$ cat src/rtl/cdb_arbiter_if.sv
// Producer-side handshakes and CDB broadcast bundle for cdb_arbiter.
// The arbiter takes the slave modport; the producers/ROB side takes master.
interface cdb_arbiter_if #(
  parameter int unsigned ROB_WIDTH = 4
);
  logic                 aluValid;
  logic                 aluReady;
  logic [ROB_WIDTH-1:0] aluRobIndex;
  logic [31:0]          aluValue;
  logic                 lsbValid;
  logic                 lsbReady;
  logic [ROB_WIDTH-1:0] lsbRobIndex;
  logic [31:0]          lsbValue;
  logic                 cdbValid;
  logic [ROB_WIDTH-1:0] cdbRobIndex;
  logic [31:0]          cdbValue;
  logic                 cdbFromLsb;

  modport master (
    output aluValid, aluRobIndex, aluValue, lsbValid, lsbRobIndex, lsbValue,
    input  aluReady, lsbReady, cdbValid, cdbRobIndex, cdbValue, cdbFromLsb
  );

  modport slave (
    input  aluValid, aluRobIndex, aluValue, lsbValid, lsbRobIndex, lsbValue,
    output aluReady, lsbReady, cdbValid, cdbRobIndex, cdbValue, cdbFromLsb
  );
endinterface

$ cat src/rtl/cdb_arbiter.sv
// Two per-source result FIFOs (ALU, LSB) drained round-robin onto a registered CDB.
// Index 0 of every per-source array is the ALU, index 1 the LSB.
module cdb_arbiter #(
  parameter int unsigned ROB_WIDTH  = 4,
  parameter int unsigned FIFO_WIDTH = 1
) (
  input logic          clockIn,
  input logic          resetIn,
  input logic          clearIn,
  cdb_arbiter_if.slave bus
);
  localparam int unsigned Depth  = 1 << FIFO_WIDTH;
  localparam int unsigned EntryW = ROB_WIDTH + 32;
  localparam int unsigned CountW = FIFO_WIDTH + 1;
  localparam logic SrcAlu = 1'b0;
  localparam logic SrcLsb = 1'b1;

  logic [EntryW-1:0]               mem_q [2][Depth];
  logic [1:0][FIFO_WIDTH-1:0]      wr_ptr_q, wr_ptr_d, rd_ptr_q, rd_ptr_d;
  logic [1:0][CountW-1:0]          count_q, count_d;
  logic [1:0]                      valid_in, ready, push, pop, nonempty;
  logic [1:0][EntryW-1:0]          wdata, head;
  logic                            grant_valid, grant_src;
  logic                            last_grant_q, last_grant_d;
  logic                            cdb_valid_q, cdb_valid_d;
  logic                            cdb_from_lsb_q, cdb_from_lsb_d;
  logic [ROB_WIDTH-1:0]            cdb_rob_q, cdb_rob_d;
  logic [31:0]                     cdb_value_q, cdb_value_d;

  assign valid_in = {bus.lsbValid, bus.aluValid};
  assign wdata[0] = {bus.aluRobIndex, bus.aluValue};
  assign wdata[1] = {bus.lsbRobIndex, bus.lsbValue};

  // Ready looks only at the registered count: a same-edge pop never frees a slot.
  always_comb begin
    for (int s = 0; s < 2; s++) begin
      ready[s]    = count_q[s] != CountW'(Depth);
      nonempty[s] = count_q[s] != '0;
      push[s]     = valid_in[s] && ready[s];
      head[s]     = mem_q[s][rd_ptr_q[s]];
    end
  end

  // On a tie the source that did not win last time is granted.
  always_comb begin
    grant_valid = |nonempty;
    grant_src   = nonempty[1] && (!nonempty[0] || last_grant_q == SrcAlu);
    pop[0]      = grant_valid && (grant_src == SrcAlu);
    pop[1]      = grant_valid && (grant_src == SrcLsb);
  end

  always_comb begin
    wr_ptr_d       = wr_ptr_q;
    rd_ptr_d       = rd_ptr_q;
    count_d        = count_q;
    last_grant_d   = last_grant_q;
    cdb_valid_d    = grant_valid;
    cdb_rob_d      = cdb_rob_q;
    cdb_value_d    = cdb_value_q;
    cdb_from_lsb_d = cdb_from_lsb_q;
    for (int s = 0; s < 2; s++) begin
      if (push[s]) wr_ptr_d[s] = wr_ptr_q[s] + FIFO_WIDTH'(1);
      if (pop[s])  rd_ptr_d[s] = rd_ptr_q[s] + FIFO_WIDTH'(1);
      count_d[s] = count_q[s] + CountW'(push[s]) - CountW'(pop[s]);
    end
    if (grant_valid) begin
      cdb_rob_d      = grant_src ? head[1][EntryW-1:32] : head[0][EntryW-1:32];
      cdb_value_d    = grant_src ? head[1][31:0] : head[0][31:0];
      cdb_from_lsb_d = grant_src;
      last_grant_d   = grant_src;
    end
    // A flush drops every buffered result, the pending push and the head being granted.
    if (clearIn) begin
      wr_ptr_d       = '0;
      rd_ptr_d       = '0;
      count_d        = '0;
      last_grant_d   = last_grant_q;
      cdb_valid_d    = 1'b0;
      cdb_rob_d      = cdb_rob_q;
      cdb_value_d    = cdb_value_q;
      cdb_from_lsb_d = cdb_from_lsb_q;
    end
  end

  always_ff @(posedge clockIn) begin
    if (resetIn) begin
      wr_ptr_q       <= '0;
      rd_ptr_q       <= '0;
      count_q        <= '0;
      last_grant_q   <= SrcLsb;
      cdb_valid_q    <= 1'b0;
      cdb_rob_q      <= '0;
      cdb_value_q    <= '0;
      cdb_from_lsb_q <= 1'b0;
    end else begin
      wr_ptr_q       <= wr_ptr_d;
      rd_ptr_q       <= rd_ptr_d;
      count_q        <= count_d;
      last_grant_q   <= last_grant_d;
      cdb_valid_q    <= cdb_valid_d;
      cdb_rob_q      <= cdb_rob_d;
      cdb_value_q    <= cdb_value_d;
      cdb_from_lsb_q <= cdb_from_lsb_d;
    end
  end

  always_ff @(posedge clockIn) begin
    for (int s = 0; s < 2; s++) begin
      if (push[s] && !clearIn && !resetIn) mem_q[s][wr_ptr_q[s]] <= wdata[s];
    end
  end

  assign bus.aluReady    = ready[0];
  assign bus.lsbReady    = ready[1];
  assign bus.cdbValid    = cdb_valid_q;
  assign bus.cdbRobIndex = cdb_rob_q;
  assign bus.cdbValue    = cdb_value_q;
  assign bus.cdbFromLsb  = cdb_from_lsb_q;
endmodule

$ cat src/flat_wrapper.sv
// flat-port wrapper written by rule: the top's interface ports become plain ports
module cdb_arbiter_flat 
#(
  parameter int unsigned ROB_WIDTH  = 4,
  parameter int unsigned FIFO_WIDTH = 1
)
  (clockIn, resetIn, clearIn, bus_aluValid, bus_aluRobIndex, bus_aluValue, bus_lsbValid, bus_lsbRobIndex, bus_lsbValue, bus_aluReady, bus_lsbReady, bus_cdbValid, bus_cdbRobIndex, bus_cdbValue, bus_cdbFromLsb);
  cdb_arbiter_if #(.ROB_WIDTH(ROB_WIDTH)) bus_i ();
  input logic clockIn;
  input logic resetIn;
  input logic clearIn;
  input wire logic [$bits(bus_i.aluValid)-1:0] bus_aluValid;
  input wire logic [$bits(bus_i.aluRobIndex)-1:0] bus_aluRobIndex;
  input wire logic [$bits(bus_i.aluValue)-1:0] bus_aluValue;
  input wire logic [$bits(bus_i.lsbValid)-1:0] bus_lsbValid;
  input wire logic [$bits(bus_i.lsbRobIndex)-1:0] bus_lsbRobIndex;
  input wire logic [$bits(bus_i.lsbValue)-1:0] bus_lsbValue;
  output wire logic [$bits(bus_i.aluReady)-1:0] bus_aluReady;
  output wire logic [$bits(bus_i.lsbReady)-1:0] bus_lsbReady;
  output wire logic [$bits(bus_i.cdbValid)-1:0] bus_cdbValid;
  output wire logic [$bits(bus_i.cdbRobIndex)-1:0] bus_cdbRobIndex;
  output wire logic [$bits(bus_i.cdbValue)-1:0] bus_cdbValue;
  output wire logic [$bits(bus_i.cdbFromLsb)-1:0] bus_cdbFromLsb;
  assign bus_i.aluValid = bus_aluValid;
  assign bus_i.aluRobIndex = bus_aluRobIndex;
  assign bus_i.aluValue = bus_aluValue;
  assign bus_i.lsbValid = bus_lsbValid;
  assign bus_i.lsbRobIndex = bus_lsbRobIndex;
  assign bus_i.lsbValue = bus_lsbValue;
  assign bus_aluReady = bus_i.aluReady;
  assign bus_lsbReady = bus_i.lsbReady;
  assign bus_cdbValid = bus_i.cdbValid;
  assign bus_cdbRobIndex = bus_i.cdbRobIndex;
  assign bus_cdbValue = bus_i.cdbValue;
  assign bus_cdbFromLsb = bus_i.cdbFromLsb;
  cdb_arbiter #(.ROB_WIDTH(ROB_WIDTH), .FIFO_WIDTH(FIFO_WIDTH)) u_core (.clockIn(clockIn), .resetIn(resetIn), .clearIn(clearIn), .bus(bus_i));
endmodule
$ cat config.mk
export PLATFORM = sky130hd
export DESIGN_NAME = cdb_arbiter_flat
export DESIGN_NICKNAME = d
export VERILOG_FILES = /design/src/rtl/cdb_arbiter_if.sv /design/src/rtl/cdb_arbiter.sv /design/src/flat_wrapper.sv
export SDC_FILE = /design/constraint.sdc
export NUM_CORES = 1
export LEC_CHECK = 0
export ABC_CLOCK_PERIOD_IN_PS = 11300
export BUFFER_PORTS_ARGS = -buffer_cell sky130_fd_sc_hd__buf_2
export CORE_ASPECT_RATIO = 1.5
export CORE_MARGIN = 3
export CORE_UTILIZATION = 60
export DETAILED_ROUTE_END_ITERATION = 7
export GPL_ROUTABILITY_DRIVEN = 0
export PLACE_DENSITY = 0.89
export SETUP_SLACK_MARGIN = 0.4
export SLEW_MARGIN = 10
export SYNTH_ARGS = -nofsm -noshare
export SYNTH_HDL_FRONTEND = slang
export SYNTH_SLANG_ARGS = --single-unit
$ cat constraint.sdc
create_clock -name clockIn -period 11.3 [get_ports clockIn]
set_clock_uncertainty 0.2 [all_clocks]
set_input_delay 0.565 -clock clockIn [delete_from_list [all_inputs] [get_ports clockIn]]
set_output_delay 0.565 -clock clockIn [all_outputs]
set_load 0.01 [all_outputs]
==> qor.json <==
{
  "global_routing": {
    "globalRouteTotalUtil_pct": 23.9,
    "grt_overflow_total": 0,
    "first_pass_grt_wire_length_mm": 23.7,
    "grt_antenna_before_repair": 0,
    "grt_max_degree": 41,
    "grt_pass1_vias": 4633
  },
  "routing": {
    "detail_route.drc_violations": 0,
    "num_vias": 4506,
    "final_antenna_violating_net_count": 0,
    "via_density": 6.15,
    "finalWirelength_mm": 15.4,
    "drt-wirelength-per-cell_um": 21.0,
    "drt_pass1_iterations": 5,
    "drt-initial-drc-count": 317
  },
  "cts": {
    "numClockSinks": 191,
    "ctsLongestPathBuffers": 2,
    "cts-hold-fix-buffers": 0,
    "clock-root-buffer": "sky130_fd_sc_hd__clkbuf_16",
    "clk_pin_slew_worst_paths_ns": 0.07,
    "post_cts_resize_count": 0,
    "clock_latency_ns": 0.42,
    "postCtsSetupBuffers": 0,
    "tritoncts": "yes",
    "h-tree-depth": 4,
    "numCtsBuffers": 17
  },
  "synthesis": {
    "synthesis.area_um2": 7270,
    "yosys_warnings": 0,
    "synth_cell_types": 31,
    "most_used_dff_post_synth": "sky130_fd_sc_hd__edfxtp_1",
    "synth_seq_area_share_pct": 72.5,
    "synth-edff-count": 144,
    "postSynthRegisterBits": 191,
    "syn_nets": 543,
    "async_flop_share_pct": 0,
    "post_synth_inst_count": 462,
    "syn_area_per_cell_um2": 15.7
  },
  "floorplan": {
    "die_height_um": 141,
    "fp.dieArea_um2": 13500,
    "dieWidth_um": 95.9,
    "num_io_pins": 117,
    "num_rows": 48,
    "initial_utilization_pct": 62.4,
    "core_area_um2": 11700
  },
  "critical_path": {
    "largest_fanout_on_the_critical_path": 40,
    "crit_required_ns": 11.40,
    "setup.worst_path.start_class": "register",
    "crit_arrival_ns": 3.05,
    "timing.critical_path.buf_inv": 1,
    "timing.critical_path.cells": "o21a_1, nor2_1, ha_1, inv_1, ha_1, xor2_1, and2_1, nor3_1",
    "crit_path_frequent_cell": "sky130_fd_sc_hd__ha_1",
    "slowest_stage": "sky130_fd_sc_hd__o21a_1",
    "critPathKind": "register to register",
    "worstSetupEndpointType": "register",
    "critical-path-max-stage-delay_ns": 1.03,
    "critPathTopFamily": "compound AO/OA/AOI/OAI gates"
  },
  "sta": {
    "finalSetupTns_ns": 0,
    "grt_setup_unrepaired": "false",
    "setup_ws_ns": 8.35,
    "fmaxAchievable_mhz": 339,
    "finalHoldViolations": 0,
    "slew_limit_fails": 0,
    "fin_crit_ns": 2.95,
    "final_min_period_over_clock_period_pct": 26.1,
    "setup_violations": 0,
    "worst_pin_slew_ns": 1.25,
    "worst_slew_margin_rel_pct": 16.5
  },
  "cells_and_area": {
    "n_fill_cell": 736,
    "antenna_cells_inserted": 0,
    "layout.nets": 651,
    "final_common_cell": "sky130_fd_sc_hd__edfxtp_1",
    "area_growth_syn_to_layout_pct": 16.6,
    "post_route_cells_drive_above_1_share_pct": 28.5,
    "commonest_non_fill_non_tap_cells_in_the_layout": "144 x sky130_fd_sc_hd__edfxtp_1, 116 x sky130_fd_sc_hd__buf_2, 72 x sky130_fd_sc_hd__mux2i_1"
  },
  "power_and_ir_drop": {
    "power.share.clock_pct": 31.5,
    "sequentialPowerShare_pct": 49.4,
    "swShare_pct": 30.0,
    "p_sw_mw": 0.528,
    "power-per-cell-area_nw_per_um2": 208,
    "leakage_power_of_the_design_nw": 2.97,
    "p_comb_share_pct": 19.1,
    "internal_power_mw": 1.23,
    "worst_ir_drop_vdd_uv": 121
  },
  "placement": {
    "port_buffers": 116,
    "dp_hpwl_mm": 9.45,
    "detailedPlace.worstSlack_ns": 8.42
  },
  "status": {
    "outcome": "completed"
  },
  "min_path": {
    "worst_hold_path_type": "primary input to register"
  },
  "run": {
    "maxCapViolations": 0
  }
}
## synthesized netlist by cell type, types with 3 or more instances
master                     instances  area, um^2
sky130_fd_sc_hd__a21oi_1           5        25.0
sky130_fd_sc_hd__a32o_1           33         330
sky130_fd_sc_hd__a32o_2            3        33.8
sky130_fd_sc_hd__and2_1            4        25.0
sky130_fd_sc_hd__buf_2            18        90.1
sky130_fd_sc_hd__buf_6             4        45.0
sky130_fd_sc_hd__clkbuf_1          7        26.3
sky130_fd_sc_hd__dfxtp_1          47         941
sky130_fd_sc_hd__edfxtp_1        144        4320
sky130_fd_sc_hd__ha_1              4        50.1
sky130_fd_sc_hd__inv_1             8        30.0
sky130_fd_sc_hd__mux2i_1          72         721
sky130_fd_sc_hd__nand3_1          36         180
sky130_fd_sc_hd__nor2_1            9        33.8
sky130_fd_sc_hd__o21ai_0          42         210
sky130_fd_sc_hd__or3_1             5        31.3
## stage by stage
stage                     instances  util, %  total power [mW]  hold WS (ns)  area, um^2
after floorplan                 462        -              1.10         0.267        7270
after global placement          701     67.9              1.19         0.253        7920
after detailed placement        701     67.9              1.21         0.250        7920
after CTS                       733     72.7              1.76         0.109        8470
after global routing            733     72.7              1.83         0.110        8470
final                           733     72.7              1.76         0.123        8470
## registers in the layout, indices dropped and copies added, names as in the netlist
register and flops:
u_core.bus.cdbValue 32, u_core.rd_ptr_q 2, u_core.bus.cdbFromLsb 1, u_core.last_grant_q 1, u_core.bus.cdbValid 1, u_core.mem_q 144, u_core.count_q 4, u_core.wr_ptr_q 2
u_core.bus.cdbRobIndex 4
## cell type report
type,count,area (um^2),area share [%]
sequential,191,5270,62.2
multi-input combinational,232,1820,21.5
timing repair buffer,120,611,7.21
clock buffer,18,429,5.07
tap,150,188,2.22
clock inverter,14,128,1.51
inverter,8,30.0,0.354
## logic make-up (layout without fill, tap and decap cells)
family	count (synthesis)	count (layout)	share of synthesized area [%]
flops	191	191	72.5
compound gates	87	87	8.75
mux	72	72	9.92
simple gates	67	67	5.10
buf+inv	39	160	2.84
fa+ha+maj	4	4	0.689
xor+xnor	2	2	0.241
## worst paths after layout
kind,from,end,slack (ns),depth (start not counted)
worst max register to register,u_core.count_q[1]$_SDFF_PP0_,u_core.count_q[3]$_SDFF_PP0_,8.35,8
worst min-delay path,bus_aluValue[12],u_core.mem_q[0][48]$_DFFE_PP_,0.12,1
worst min register to register,u_core.bus.cdbValue[11]$_SDFFE_PP0P_,u_core.bus.cdbValue[11]$_SDFFE_PP0P_,0.26,1
worst max-delay path,u_core.count_q[1]$_SDFF_PP0_,u_core.count_q[3]$_SDFF_PP0_,8.35,8
## metal layers
layer  vias up  GRT usage, %  routed length, um
met1      2158          29.0               5490
met5         -             0                  0
met4         0          13.4                648
met3        53          4.81               1210
li1       2026             -                  -
met2       269          39.4               8060
## power groups by stage
| stage | clock [mW] | sequential (mW) | combinational [mW] |
|---|---|---|---|
| floorplan | 0 | 0.870 | 0.226 |
| global placement | 0 | 0.878 | 0.310 |
| detailed placement | 0 | 0.881 | 0.328 |
| CTS | 0.560 | 0.867 | 0.335 |
| global route | 0.589 | 0.873 | 0.367 |
| finish | 0.553 | 0.868 | 0.336 |
Power figures use the tool's default switching activity.
